==> src/rtl/uart_tx_frame.sv <==
// UART transmit framer: start bit, LSB-first data, optional parity, one stop bit.
// Define UART_TX_PARITY_EN to add the i_par_type port and the PARITY state.
module uart_tx_frame #(
   parameter int PRESCALE   = 8,
   parameter int BYTE_WIDTH = 8
) (
   input  logic                       i_clk,
   input  logic                       i_rst_n,
   input  logic [BYTE_WIDTH-1:0]      i_data,
   input  logic                       i_data_valid,
   output logic                       o_ready,
   input  logic [$clog2(PRESCALE):0]  i_prescale,
`ifdef UART_TX_PARITY_EN
   input  logic                       i_par_type,
`endif
   output logic                       o_tx,
   output logic                       o_busy,
   output logic                       o_done
);

   localparam int PW  = $clog2(PRESCALE) + 1;
   localparam int BCW = (BYTE_WIDTH > 1) ? $clog2(BYTE_WIDTH) : 1;
   localparam logic [PW-1:0]  P_MAX    = PW'(PRESCALE);
   localparam logic [BCW-1:0] BIT_LAST = BCW'(BYTE_WIDTH - 1);

   typedef enum logic [2:0] {
      IDLE,
      START,
      DATA,
`ifdef UART_TX_PARITY_EN
      PARITY,
`endif
      STOP
   } state_t;

   state_t                  state_reg;
   logic [BYTE_WIDTH-1:0]   shift_reg;
   logic [PW-1:0]           p_last_reg;
   logic [PW-1:0]           edge_cnt_reg;
   logic [BCW-1:0]          bit_cnt_reg;
   logic                    tx_reg;
   logic                    busy_reg;
   logic                    done_reg;
`ifdef UART_TX_PARITY_EN
   logic                    parity_reg;
`endif

   logic [PW-1:0]           p_eff;
   logic [BYTE_WIDTH-1:0]   shift_next;
   logic                    bit_end;

   // Zero or out-of-range prescale falls back to the slowest legal rate.
   assign p_eff      = ((i_prescale == '0) || (i_prescale > P_MAX)) ? P_MAX : i_prescale;
   assign shift_next = shift_reg >> 1;
   assign bit_end    = (edge_cnt_reg == p_last_reg);

   assign o_ready = (state_reg == IDLE);
   assign o_tx    = tx_reg;
   assign o_busy  = busy_reg;
   assign o_done  = done_reg;

   always_ff @(posedge i_clk or negedge i_rst_n) begin
      if (!i_rst_n) begin
         state_reg    <= IDLE;
         shift_reg    <= '0;
         p_last_reg   <= '0;
         edge_cnt_reg <= '0;
         bit_cnt_reg  <= '0;
         tx_reg       <= 1'b1;
         busy_reg     <= 1'b0;
         done_reg     <= 1'b0;
`ifdef UART_TX_PARITY_EN
         parity_reg   <= 1'b0;
`endif
      end else begin
         done_reg <= 1'b0;
         if (state_reg != IDLE) begin
            edge_cnt_reg <= bit_end ? '0 : edge_cnt_reg + 1'b1;
         end
         case (state_reg)
            IDLE: begin
               if (i_data_valid) begin
                  shift_reg    <= i_data;
                  p_last_reg   <= p_eff - 1'b1;
                  edge_cnt_reg <= '0;
                  bit_cnt_reg  <= '0;
                  tx_reg       <= 1'b0;
                  busy_reg     <= 1'b1;
`ifdef UART_TX_PARITY_EN
                  parity_reg   <= (^i_data) ^ i_par_type;
`endif
                  state_reg    <= START;
               end
            end
            START: begin
               if (bit_end) begin
                  tx_reg    <= shift_reg[0];
                  state_reg <= DATA;
               end
            end
            DATA: begin
               if (bit_end) begin
                  if (bit_cnt_reg == BIT_LAST) begin
                     bit_cnt_reg <= '0;
`ifdef UART_TX_PARITY_EN
                     tx_reg      <= parity_reg;
                     state_reg   <= PARITY;
`else
                     tx_reg      <= 1'b1;
                     state_reg   <= STOP;
`endif
                  end else begin
                     bit_cnt_reg <= bit_cnt_reg + 1'b1;
                     shift_reg   <= shift_next;
                     tx_reg      <= shift_next[0];
                  end
               end
            end
`ifdef UART_TX_PARITY_EN
            PARITY: begin
               if (bit_end) begin
                  tx_reg    <= 1'b1;
                  state_reg <= STOP;
               end
            end
`endif
            STOP: begin
               if (bit_end) begin
                  tx_reg    <= 1'b1;
                  busy_reg  <= 1'b0;
                  done_reg  <= 1'b1;
                  state_reg <= IDLE;
               end
            end
            default: begin
               tx_reg    <= 1'b1;
               busy_reg  <= 1'b0;
               state_reg <= IDLE;
            end
         endcase
      end
   end

endmodule
==> config.mk <==
export PLATFORM = sky130hd
export DESIGN_NAME = uart_tx_frame
export DESIGN_NICKNAME = d
export VERILOG_FILES = /design/src/rtl/uart_tx_frame.sv
export SDC_FILE = /design/constraint.sdc
export NUM_CORES = 1
export LEC_CHECK = 0
export ABC_AREA = 1
export CORE_ASPECT_RATIO = 0.7
export CORE_MARGIN = 2
export CORE_UTILIZATION = 45
export DETAILED_ROUTE_END_ITERATION = 6
export PLACE_DENSITY = 0.68
export RECOVER_POWER = 100
export SLEW_MARGIN = 15
export SYNTH_ARGS = -nofsm -noshare
export SYNTH_HDL_FRONTEND = slang
export SYNTH_SLANG_ARGS = --single-unit
==> constraint.sdc <==
create_clock -name i_clk -period 4.6 [get_ports i_clk]
set_input_delay 0.69 -clock i_clk [delete_from_list [all_inputs] [get_ports i_clk]]
set_output_delay 0.69 -clock i_clk [all_outputs]
set_load 0.01 [all_outputs]
# Word level (Yosys, flattened, before mapping)

Index checks and enable logic that the tools add are counted.

Output and inout port bits: 4
Register bits: 25
Logic and storage cells: 66

$add $sub $neg: 3
Reductions and logical operators: 12
Equality and inequality tests: 11
Magnitude comparators: 1
Multiplexer cells: 30
Bitwise operators: 1

Operators by type and width:

| operator                                                            | number |
|---|---|
| 3-bit two-way mux                                                   | 8 |
| 8-bit two-way mux                                                   | 3 |
| 4-bit two-way mux                                                   | 5 |
| 8-bit case mux with 2 select lines                                  | 1 |
| 2-bit inequality test (second input constant)                       | 6 |
| 3-bit case mux with 4 select lines                                  | 1 |
| 1-bit two-way mux                                                   | 9 |
| 4-bit AND reduction                                                 | 2 |
| 3-bit by 2-bit == test with 1-bit output (second input constant)    | 2 |
| 3-bit case mux with 2 select lines                                  | 1 |
| 3-bit AND reduction                                                 | 2 |
| 5-bit AND reduction                                                 | 1 |
| 4-bit by 1-bit adder with 4-bit output (second input constant)      | 1 |
| 4-bit == test                                                       | 1 |
| 4-bit greater-than comparator (second input constant)               | 1 |
| 4-bit zero test                                                     | 1 |
| 1-bit case mux with 4 select lines                                  | 1 |
| 4-bit by 1-bit subtractor with 4-bit output (second input constant) | 1 |
| 3-bit by 1-bit adder with 3-bit output (second input constant)      | 1 |
| 3-bit by 1-bit == test with 1-bit output (second input constant)    | 1 |
| 3-bit == test (second input constant)                               | 1 |
| 3-bit zero test                                                     | 1 |
| 1-bit case mux with 3 select lines                                  | 1 |
| 3-bit nonzero test                                                  | 1 |
| 5 further kinds                                                     | 5 |

# Logic depth before layout (Yosys ltp)

Gate-level depths: netlist of the first run.

Depth after elaboration: 5
Gate-level depth with buffers: 10
Depth with buffers taken out: 10

# Worst setup path after synthesis of the first run

Ideal clock, no wire load.

Kind: in2reg
From: input port i_prescale[0]
To: register p_last_reg[2]
Cell stages on the path: 6
Setup time: 83 ps
Arrival: 1613 ps
Slack: 2905 ps
Required time: 4517 ps
Cells stage by stage: nor3_1 > xor2_1 > nand2_1 > ha_1 > xor2_1 > o21ai_0

Cells in the longest elaborated chain, start to end: 4

RTL lines:

| what                                                             | line | text |
|---|---|---|
| start: declaration                                               | 12   | `input logic [$clog2(PRESCALE):0] i_prescale,` |
| 4-bit greater-than comparator or 4-bit zero test (tied branches) | 53   | `assign p_eff = ((i_prescale == '0) \|\| (i_prescale > P_MAX)) ? P_MAX : i_prescale;` |
| 1-bit logical OR                                                 | 53   |  |
| 4-bit two-way mux (*)                                            | 53   |  |
| 4-bit by 1-bit subtractor with 4-bit output (*)                  | 84   | `p_last_reg <= p_eff - 1'b1;` |
| end signal: assignment                                           | 84   |  |
| end: declaration                                                 | 38   | `logic [PW-1:0] p_last_reg;` |

Every way passes the cells marked *; elsewhere a longest branch is shown, timed or not.
A chain may end at the register's enable or synchronous reset.

# Worst setup path after layout of the first run

From: register state_reg[0]
To: register shift_reg[7]

Cells in the longest elaborated chain, start to end: 3

RTL lines:

| what                                                                         | line | text |
|---|---|---|
| start: declaration                                                           | 36   | `state_t state_reg;` |
| start signal: assignment                                                     | 64   | `state_reg <= IDLE;` |
| start signal: assignment                                                     | 92   | `state_reg <= START;` |
| start signal: assignment                                                     | 98   | `state_reg <= DATA;` |
| 3-bit by 2-bit == test with 1-bit output or 3-bit zero test (tied branches)  | 80   | `case (state_reg)` |
| 2-bit inequality test (no source line) or 2-bit nonzero test (tied branches) | n/a  |  |
| 4-bit AND reduction (no source line)                                         | n/a  |  |
| end signal: assignment                                                       | 83   | `shift_reg <= i_data;` |
| end signal: assignment                                                       | 114  | `shift_reg <= shift_next;` |
| end: declaration                                                             | 37   | `logic [BYTE_WIDTH-1:0] shift_reg;` |

Several ways; a longest one is shown, not always the timed one.

==> impl_metrics.csv, run 1 <==
group,metric,value,unit
outcome,status,"completed",
setup_path,crit_type,"flip-flop to flip-flop",
clock_network,root_buffer,"clkbuf_8",
clock_network,cts_resized,0,
synth,synth_fa_ha_area_share,8.108,%
sta,setup_violations,0,
floorplan,die_h,50.48,µm
drt,ant_nets,0,
flow_run,drv_cap,0,
synth,synth_top_cell_by_area,"dfrtp_1",
global_routing,grt_pass1_wl,4636,µm
synth,yosys.area.top_type_share,41.44,%
synth,muxShareOfSynthArea,4.324,%
sta,tightest_slew,1.308,ns
worst_hold_path,worstHoldPathType,"flip-flop to flip-flop",
synth,yosys.area_share.simple,25.14,%
setup_path,cp_common_cell,"nor2_1",
power,ir_drop,0.0002789,V
global_routing,grt_max_degree,25,
drt,vias_per_cell,5.060,
setup_path,crit_path_max_incr_delay,0.62,ns
clock_network,clkLatencyLatePin,0.27,ns
synth,synth_seq_area_share,43.33,%
clock_network,cts_buffers,3,
setup_path,start_kind,"flip-flop",
synth,syn-instance-count,162,
placement,gp_congestion,0.7949,
setup_path,rr_startpoint,"state_reg[0]$_DFFE_PN0P_",
synth,ys_ff_latch,24,
clock_network,clk_pin_slew,0.09,ns
layout,final_cell_mix,"45 x nand2_1, 23 x dfrtp_1, 18 x inv_1, 18 x o21ai_0, 11 x clkdlybuf4s50_1",
synth,syn-cell-area,1389,µm²
sta,rsz0062_at_grt,"false",
clock_network,cts_setup_buffers,0,
setup_path,endpoint_kind,"flip-flop",
setup_path,worstPathArrival,2.59,ns
sta,tns,0,ns
synth,synth_area_per_cell,8.573,µm²
clock_network,hold_buffers,0,
drt,drtPass1Iterations,4,
drt,wl,2755,µm
drt,drc,0,
global_routing,grt_pass1_vias,1064,
sta,fin_skew,0.004768,ns
setup_path,rr_worst_depth,7,
placement,pre_cts_slack,2.367,ns
floorplan,initial_core_util,48.51,%
clock_network,htree_levels,1,
setup_path,worstPathCellList,"inv_1 > ha_1 > nor2_1 > nor2_1 > nand3_1 > nand2_1 > o21ai_0",
layout,stdcell_count,218,
setup_path,cp.required,4.73,ns
placement,port_buffers,18,
sta,hold_viol,0,
layout,n_antenna_cell,0,
layout,final_layout_size_suffix_gt1_share,8.791,%
power,power_density,676.4,nW/µm²
setup_path,cp_max_fo,16,
synth,ys_types,25,
worst_hold_path,whs_endpoint,"o_busy$_DFFE_PN0P_",
worst_hold_path,min_path_cells,2,
layout,areaGrowthSynthToFinish,16.76,%
placement,dp_hpwl,2068,µm
synth,synthXorXnorAreaFrac,1.261,%
sta,min_period,2.461,ns
placement,place_inst,214,
setup_path,regToRegEndpoint,"shift_reg[7]$_DFFE_PN0P_",
power,leakage,0.0008351,µW
synth,synth_compound_area_share,10.72,%
synth,synth_nets,186,
drt,wl_per_cell,12.64,µm
floorplan,fp-row-count,16,
clock_network,cts_tree,"done",
global_routing,overflow,0,
synth,synth.area.top_cells,"dfrtp_1 41%, nand2_1 12%, ha_1 8.1%",
synth,synth_warnings,0,
floorplan,boundaryPins,19,
layout,layout.nets,207,
power,power.total,1097,µW
global_routing,grt_usage,16.46,%
sta,slew_headroom,12.77,%
layout,largest_reg_flops,8,
floorplan,die_width,70.40,µm
setup_path,critPathSlowestCell,"ha_1",
sta,setup_ws,2.139,ns
sta,fmax,0.4063,GHz
floorplan,dieArea,3554,µm²
sta,finalCritPeriodShare,53.50,%
sta,slew_violations,0,
layout,final_common_cell,"nand2_1",
setup_path,crit_family,"simple AND/OR/NAND/NOR gates",
clock_network,cts.path.max_buffers,2,
drt,drtIter0Drc,57,
synth,synth_top_family_by_area,"simple AND/OR/NAND/NOR gates",
drt,num_vias,1103,
global_routing,antenna_found_initial,0,
clock_network,cts.sinks,24,
setup_path,rrSetupSlack,2.14,ns
layout,fillers,276,
setup_path,path_buf_inv,1,
floorplan,coreArea,2863,µm²
worst_hold_path,min-delay-start,"o_busy$_DFFE_PN0P_",
-- worst reg2reg max path: stages, from the launching register on --
cell	delay (ns)
dfrtp_1	0.44
inv_1	0.11
ha_1	0.62
nor2_1	0.26
nor2_1	0.16
nand3_1	0.44
nand2_1	0.19
o21ai_0	0.11
-- power breakdown --
group          switching [µW]  internal [µW]  total, µW
Sequential               66.8            304        371
Combinational             341            201        542
Clock                    67.4            116        184
-- worst max-delay path by stage --
stage	startpoint	endpoint	slack (ns)	depth (start not counted)
finish	state_reg[0]$_DFFE_PN0P_	shift_reg[7]$_DFFE_PN0P_	2.14	7
global route	state_reg[0]$_DFFE_PN0P_	shift_reg[7]$_DFFE_PN0P_	1.80	6
CTS	state_reg[0]$_DFFE_PN0P_	o_ready	2.30	3
detailed placement	i_prescale[0]	p_last_reg[2]$_DFFE_PN0P_	2.37	7
global placement	i_prescale[0]	p_last_reg[2]$_DFFE_PN0P_	2.45	7
floorplan	i_prescale[0]	p_last_reg[2]$_DFFE_PN0P_	2.90	6
-- layer usage --
layer	track usage, %	vias up	routed length (µm)
met3	4.819	2	103
li1	-	565	-
met1	21.48	519	1380
met5	0	-	0
met2	27.99	17	1262
met4	2.244	0	9
-- Yosys cell counts --
cell type	number
xor2_1	2
ha_1	9
buf_2	1
o21bai_1	1
mux2i_1	6
nor2_2	2
nand2_1	45
nand2_2	2
dfrtp_1	23
o21ai_1	1
nand3_4	1
nand3_1	8
o21ai_0	10
inv_2	3
dfstp_2	1
o21ai_2	9
clkinv_1	1
nand2_4	2
buf_6	1
nand4_1	5
nor2_1	6
or2_2	1
nor3_1	3
inv_1	18
a21boi_0	1
-- through the flow --
| stage | hold WS (ns) | area [µm²] | utilization [%] |
|---|---|---|---|
| finish | 0.4880 | 1622 | 56.64 |
| global route | 0.5189 | 1622 | 56.64 |
| CTS | 0.4929 | 1669 | 58.30 |
| detailed placement | 0.4719 | 1598 | 55.81 |
| global placement | 0.4652 | 1598 | 55.81 |
| floorplan | 0.3944 | 1389 | - |
-- layout make-up --
cell class                      instances  area (µm²)  area share (%)
Multi-Input combinational cell        114       646.9           39.89
Inverter                               22       82.58           5.093
Timing Repair Buffer                   18       173.9           10.73
Clock inverter                          1       30.03           1.852
Clock buffer                            3       41.29           2.546
Tap cell                               36       45.04           2.778
Sequential cell                        24       601.8           37.11
-- logic make-up (layout without fill, tap and decap cells) --
group,after synthesis,count (layout)
buffers and inverters,24,44
and+or+nand+nor,75,75
AOI/OAI and AO/OA,22,22
xor gates and xnor gates,2,2
adders and majority gates,9,9
DFF,24,24
muxes,6,6
(Power assumes the default switching activity.)
==> run 2, diff against run 1 <==
clock period = 2.45 ns   (was 4.6 ns; I/O delays follow)
==> impl_metrics.csv, run 2 (same netlist as run 1, synthesis figures left out) <==
group,metric,value,unit
placement,gp_congestion,0.8475,
power,power.total,1963,µW
layout,largest_reg_flops,8,
sta,hold_viol,0,
layout,layout.nets,209,
floorplan,coreArea,2863,µm²
sta,tightest_slew,1.325,ns
setup_path,endpoint_kind,"output pin",
layout,final_layout_size_suffix_gt1_share,9.783,%
clock_network,cts_tree,"done",
power,p_comb_share,52.4,%
global_routing,grt_pass1_wl,4533,µm
global_routing,antenna_found_initial,0,
placement,dp_hpwl,1958,µm
setup_path,cp_max_fo,5,
sta,fin_skew,0.001441,ns
floorplan,die_h,50.48,µm
layout,finalInstanceArea,1623,µm²
setup_path,endpoint,"o_ready",
clock_network,clk_pin_slew,0.08,ns
power,leakage,0.0008361,µW
drt,drc,0,
worst_hold_path,min_path_cells,2,
drt,top_layer,"met4",
global_routing,grt_max_degree,25,
sta,min_period,2.047,ns
layout,final_cell_mix,"46 x nand2_1, 23 x dfrtp_1, 18 x inv_1",
drt,ant_nets,0,
layout,fin_util,56.69,%
floorplan,initial_core_util,48.51,%
setup_path,crit_type,"flip-flop to output pin",
layout,n_antenna_cell,0,
power,seqPwrFrac,35.4,%
sta,finalCritPeriodShare,83.56,%
clock_network,htree_levels,1,
drt,vias_per_cell,4.950,
clock_network,root_buffer,"clkbuf_8",
placement,port_buffers,18,
clock_network,cts_setup_buffers,0,
layout,final_common_cell,"nand2_1",
clock_network,cts.sinks,24,
drt,dr_wl_met3,122,µm
drt,drtPass1Iterations,4,
floorplan,die_width,70.40,µm
clock_network,cts_buffers,3,
setup_path,rrSetupSlack,0.53,ns
floorplan,fp-row-count,16,
setup_path,cp.required,2.08,ns
drt,drtIter0Drc,24,
layout,multi_input_area,656.9,µm²
power,power_density,1209,nW/µm²
flow_run,drv_cap,0,
drt,num_vias,1089,
clock_network,cts.path.max_buffers,2,
setup_path,rr_worst_depth,7,
sta,slew_headroom,11.65,%
drt,wl,2604,µm
global_routing,grt_pass1_vias,990,
floorplan,boundaryPins,19,
global_routing,overflow,0,
setup_path,cp-startpoint,"state_reg[1]$_DFFE_PN0P_",
clock_network,cts_resized,0,
power,power.share.switching,44.85,%
power,ir_drop,0.0005641,V
sta,rsz0062_at_grt,"false",
power,power.switching,880.2,µW
placement,placed_area,1613,µm²
setup_path,rr_startpoint,"state_reg[1]$_DFFE_PN0P_",
sta,tns,0,ns
global_routing,grt_usage,16.40,%
setup_path,worstPathArrival,1.68,ns
clock_network,hold_buffers,0,
power,intPower,1082,µW
layout,ff_latch_area,601.8,µm²
sta,setup_violations,0,
drt,wl_met1,1373,µm
setup_path,start_kind,"flip-flop",
sta,hold_slack,0.4910,ns
drt,wl_met2,1082,µm
layout,areaGrowthSynthToFinish,16.85,%
floorplan,dieArea,3554,µm²
drt,wl_per_cell,11.84,µm
sta,slew_violations,0,
layout,fillers,256,
clock_network,clkLatencyLatePin,0.27,ns
outcome,status,"completed",
sta,fmax,0.4885,GHz
worst_hold_path,worstHoldPathType,"flip-flop to flip-flop",
setup_path,regToRegEndpoint,"shift_reg[7]$_DFFE_PN0P_",
power,p_clk_share,12.3,%
run 2: stage by stage:
| step | setup WS (ns) | cells |
|---|---|---|
| after floorplan | 0.7837 | 162 |
| after global placement | 0.5976 | 216 |
| after detailed placement | 0.4774 | 216 |
| after CTS | 0.4475 | 220 |
| after global routing | 0.2449 | 220 |
| final | 0.4029 | 220 |
run 2: worst min path at each step:
stage	start	to	slack, ns
after floorplan	i_rst_n	bit_cnt_reg[0]$_DFFE_PN0P_	0.07
after global placement	o_busy$_DFFE_PN0P_	o_busy$_DFFE_PN0P_	0.47
after detailed placement	o_tx$_DFFE_PN1P_	o_tx$_DFFE_PN1P_	0.47
after CTS	i_rst_n	p_last_reg[1]$_DFFE_PN0P_	0.47
after global routing	o_busy$_DFFE_PN0P_	o_busy$_DFFE_PN0P_	0.51
final	shift_reg[4]$_DFFE_PN0P_	shift_reg[4]$_DFFE_PN0P_	0.49
run 2: power by group through the flow:
stage / Sequential, µW / Combinational, µW / Clock (µW)
6_report: 694 / 1030 / 241
5_1_grt: 717 / 1190 / 267
4_1_cts: 696 / 1130 / 252
3_5_place_dp: 703 / 1120 / 0
3_3_place_gp: 695 / 1090 / 0
2_1_floorplan: 679 / 897 / 0
run 2: routing by layer:
metal	global-route usage, %	up-vias
met4	3.846	0
met1	22.91	496
li1	-	567
met2	25.16	22
met3	4.819	4
met5	0	-
run 2: critical path, stage by stage, from the launching register on:
cell           delay (ns)
dfrtp_1              0.44
inv_1                0.11
ha_1                 0.24
dlygate4sd3_1        0.63
run 2: area by class of cell:
cell class,count,area share (%)
Sequential cell,24,37.09
Multi-Input combinational cell,114,40.48
Timing Repair Buffer,20,11.80
Clock buffer,4,2.776
Inverter,22,5.089
Tap cell,36,2.776
==> run 3, diff against run 2 <==
clock period = 2 ns   (was 2.45 ns; I/O delays follow)
==> impl_metrics.csv, run 3 (same netlist as run 1, synthesis figures left out) <==
group,metric,value,unit
layout,largest_reg_flops,8,
sta,rsz0062_at_grt,"false",
power,ir_drop,0.0005657,V
flow_run,drv_cap,0,
setup_path,crit_type,"flip-flop to output pin",
clock_network,cts_resized,0,
global_routing,grt_usage,16.74,%
sta,hold_viol,0,
sta,fmax,0.5323,GHz
clock_network,root_buffer,"clkbuf_8",
clock_network,htree_levels,1,
outcome,status,"completed",
drt,wl_met1,1335,µm
placement,gp_congestion,0.8132,
worst_hold_path,worstHoldPathType,"flip-flop to flip-flop",
setup_path,cp.required,1.70,ns
drt,drtPass1Iterations,4,
sta,finalCritPeriodShare,93.92,%
layout,final_layout_size_suffix_gt1_share,10.16,%
placement,dp_hpwl,2056,µm
floorplan,die_width,70.40,µm
layout,fin_util,57.65,%
power,p_comb_share,53.1,%
layout,areaGrowthSynthToFinish,18.83,%
floorplan,fp-row-count,16,
floorplan,dieArea,3554,µm²
sta,slew_violations,0,
sta,hold_slack,0.4920,ns
global_routing,overflow,0,
layout,layout.nets,212,
drt,drtIter0Drc,44,
layout,n_antenna_cell,0,
layout,fillers,287,
floorplan,die_h,50.48,µm
power,power_density,1508,nW/µm²
floorplan,boundaryPins,19,
floorplan,initial_core_util,48.51,%
power,power.total,2488,µW
clock_network,cts.path.max_buffers,2,
clock_network,cts.sinks,24,
drt,ant_nets,0,
power,p_clk_share,12.9,%
power,seqPwrFrac,34.0,%
global_routing,grt_pass1_vias,1040,
sta,slew_headroom,13.77,%
setup_path,worstPathArrival,1.58,ns
sta,fin_skew,0.001666,ns
setup_path,cp_max_fo,5,
global_routing,antenna_found_initial,0,
clock_network,cts_buffers,3,
layout,final_cell_mix,"47 x nand2_1, 23 x dfrtp_1, 18 x inv_1",
clock_network,cts_tree,"done",
placement,port_buffers,18,
global_routing,grt_pass1_wl,4664,µm
sta,setup_violations,0,
power,power.share.switching,44.01,%
global_routing,grt_max_degree,25,
drt,wl,2621,µm
layout,final_common_cell,"nand2_1",
sta,min_period,1.878,ns
power,power.switching,1095,µW
sta,tns,0,ns
drt,wl_met2,1142,µm
power,intPower,1393,µW
clock_network,clk_pin_slew,0.08,ns
drt,num_vias,1129,
clock_network,cts_setup_buffers,0,
drt,dr_wl_met3,135,µm
drt,top_layer,"met4",
clock_network,clkLatencyLatePin,0.26,ns
clock_network,hold_buffers,0,
drt,wl_per_cell,11.75,µm
setup_path,endpoint_kind,"output pin",
placement,place_inst,219,
power,leakage,0.0008505,µW
setup_path,start_kind,"flip-flop",
drt,vias_per_cell,5.063,
drt,drc,0,
layout,stdcell_count,223,
sta,tightest_slew,1.293,ns
floorplan,coreArea,2863,µm²
## run 3: worst paths after layout
| check | startpoint | end | slack, ns | cells past startpoint |
|---|---|---|---|---|
| setup / recovery | state_reg[0]$_DFFE_PN0P_ | o_ready | 0.12 | 3 |
| hold reg to reg | shift_reg[5]$_DFFE_PN0P_ | shift_reg[5]$_DFFE_PN0P_ | 0.49 | 2 |
| hold / removal | shift_reg[5]$_DFFE_PN0P_ | shift_reg[5]$_DFFE_PN0P_ | 0.49 | 2 |
| setup reg to reg | state_reg[0]$_DFFE_PN0P_ | edge_cnt_reg[3]$_DFF_PN0_ | 0.25 | 8 |
| min in group asynchronous | i_rst_n | p_last_reg[2]$_DFFE_PN0P_ | 0.84 | 2 |
| max in group asynchronous | i_rst_n | shift_reg[5]$_DFFE_PN0P_ | 0.40 | 2 |
## run 3: critical path, stage by stage (launching register included)
cell and delay (ns):
dfrtp_1 0.44, inv_1 0.10, ha_1 0.22, clkdlybuf4s50_1 0.56
## run 3: power by group through the flow
stage	Combinational, µW	Clock [µW]	Sequential, µW
final	1320	322	846
after global placement	1390	0	846
after global routing	1520	357	878
after detailed placement	1450	0	859
after floorplan	1100	0	832
after CTS	1460	331	850
## run 3: layer usage
metal	global-route usage (%)	up-vias
li1	-	570
met1	24.13	531
met2	26.42	26
met3	4.819	2
met4	0.9615	0
met5	0	-
## run 3: stage by stage
stage | setup slack [ns] | instance area [µm²]
2_1_floorplan | 0.3337 | 1389
3_3_place_gp | 0.2459 | 1635
3_5_place_dp | 0.1594 | 1635
4_1_cts | 0.1086 | 1690
5_1_grt | 0.02720 | 1650
6_report | 0.1215 | 1650
## run 3: area by class of cell
type                            instances  area, µm²  area share [%]
Multi-Input combinational cell        114      658.1           39.88
Inverter                               22      82.58           5.004
Clock buffer                            4      55.05           3.336
Timing Repair Buffer                   23      207.7           12.59
Sequential cell                        24      601.8           36.47
Tap cell                               36      45.04           2.729
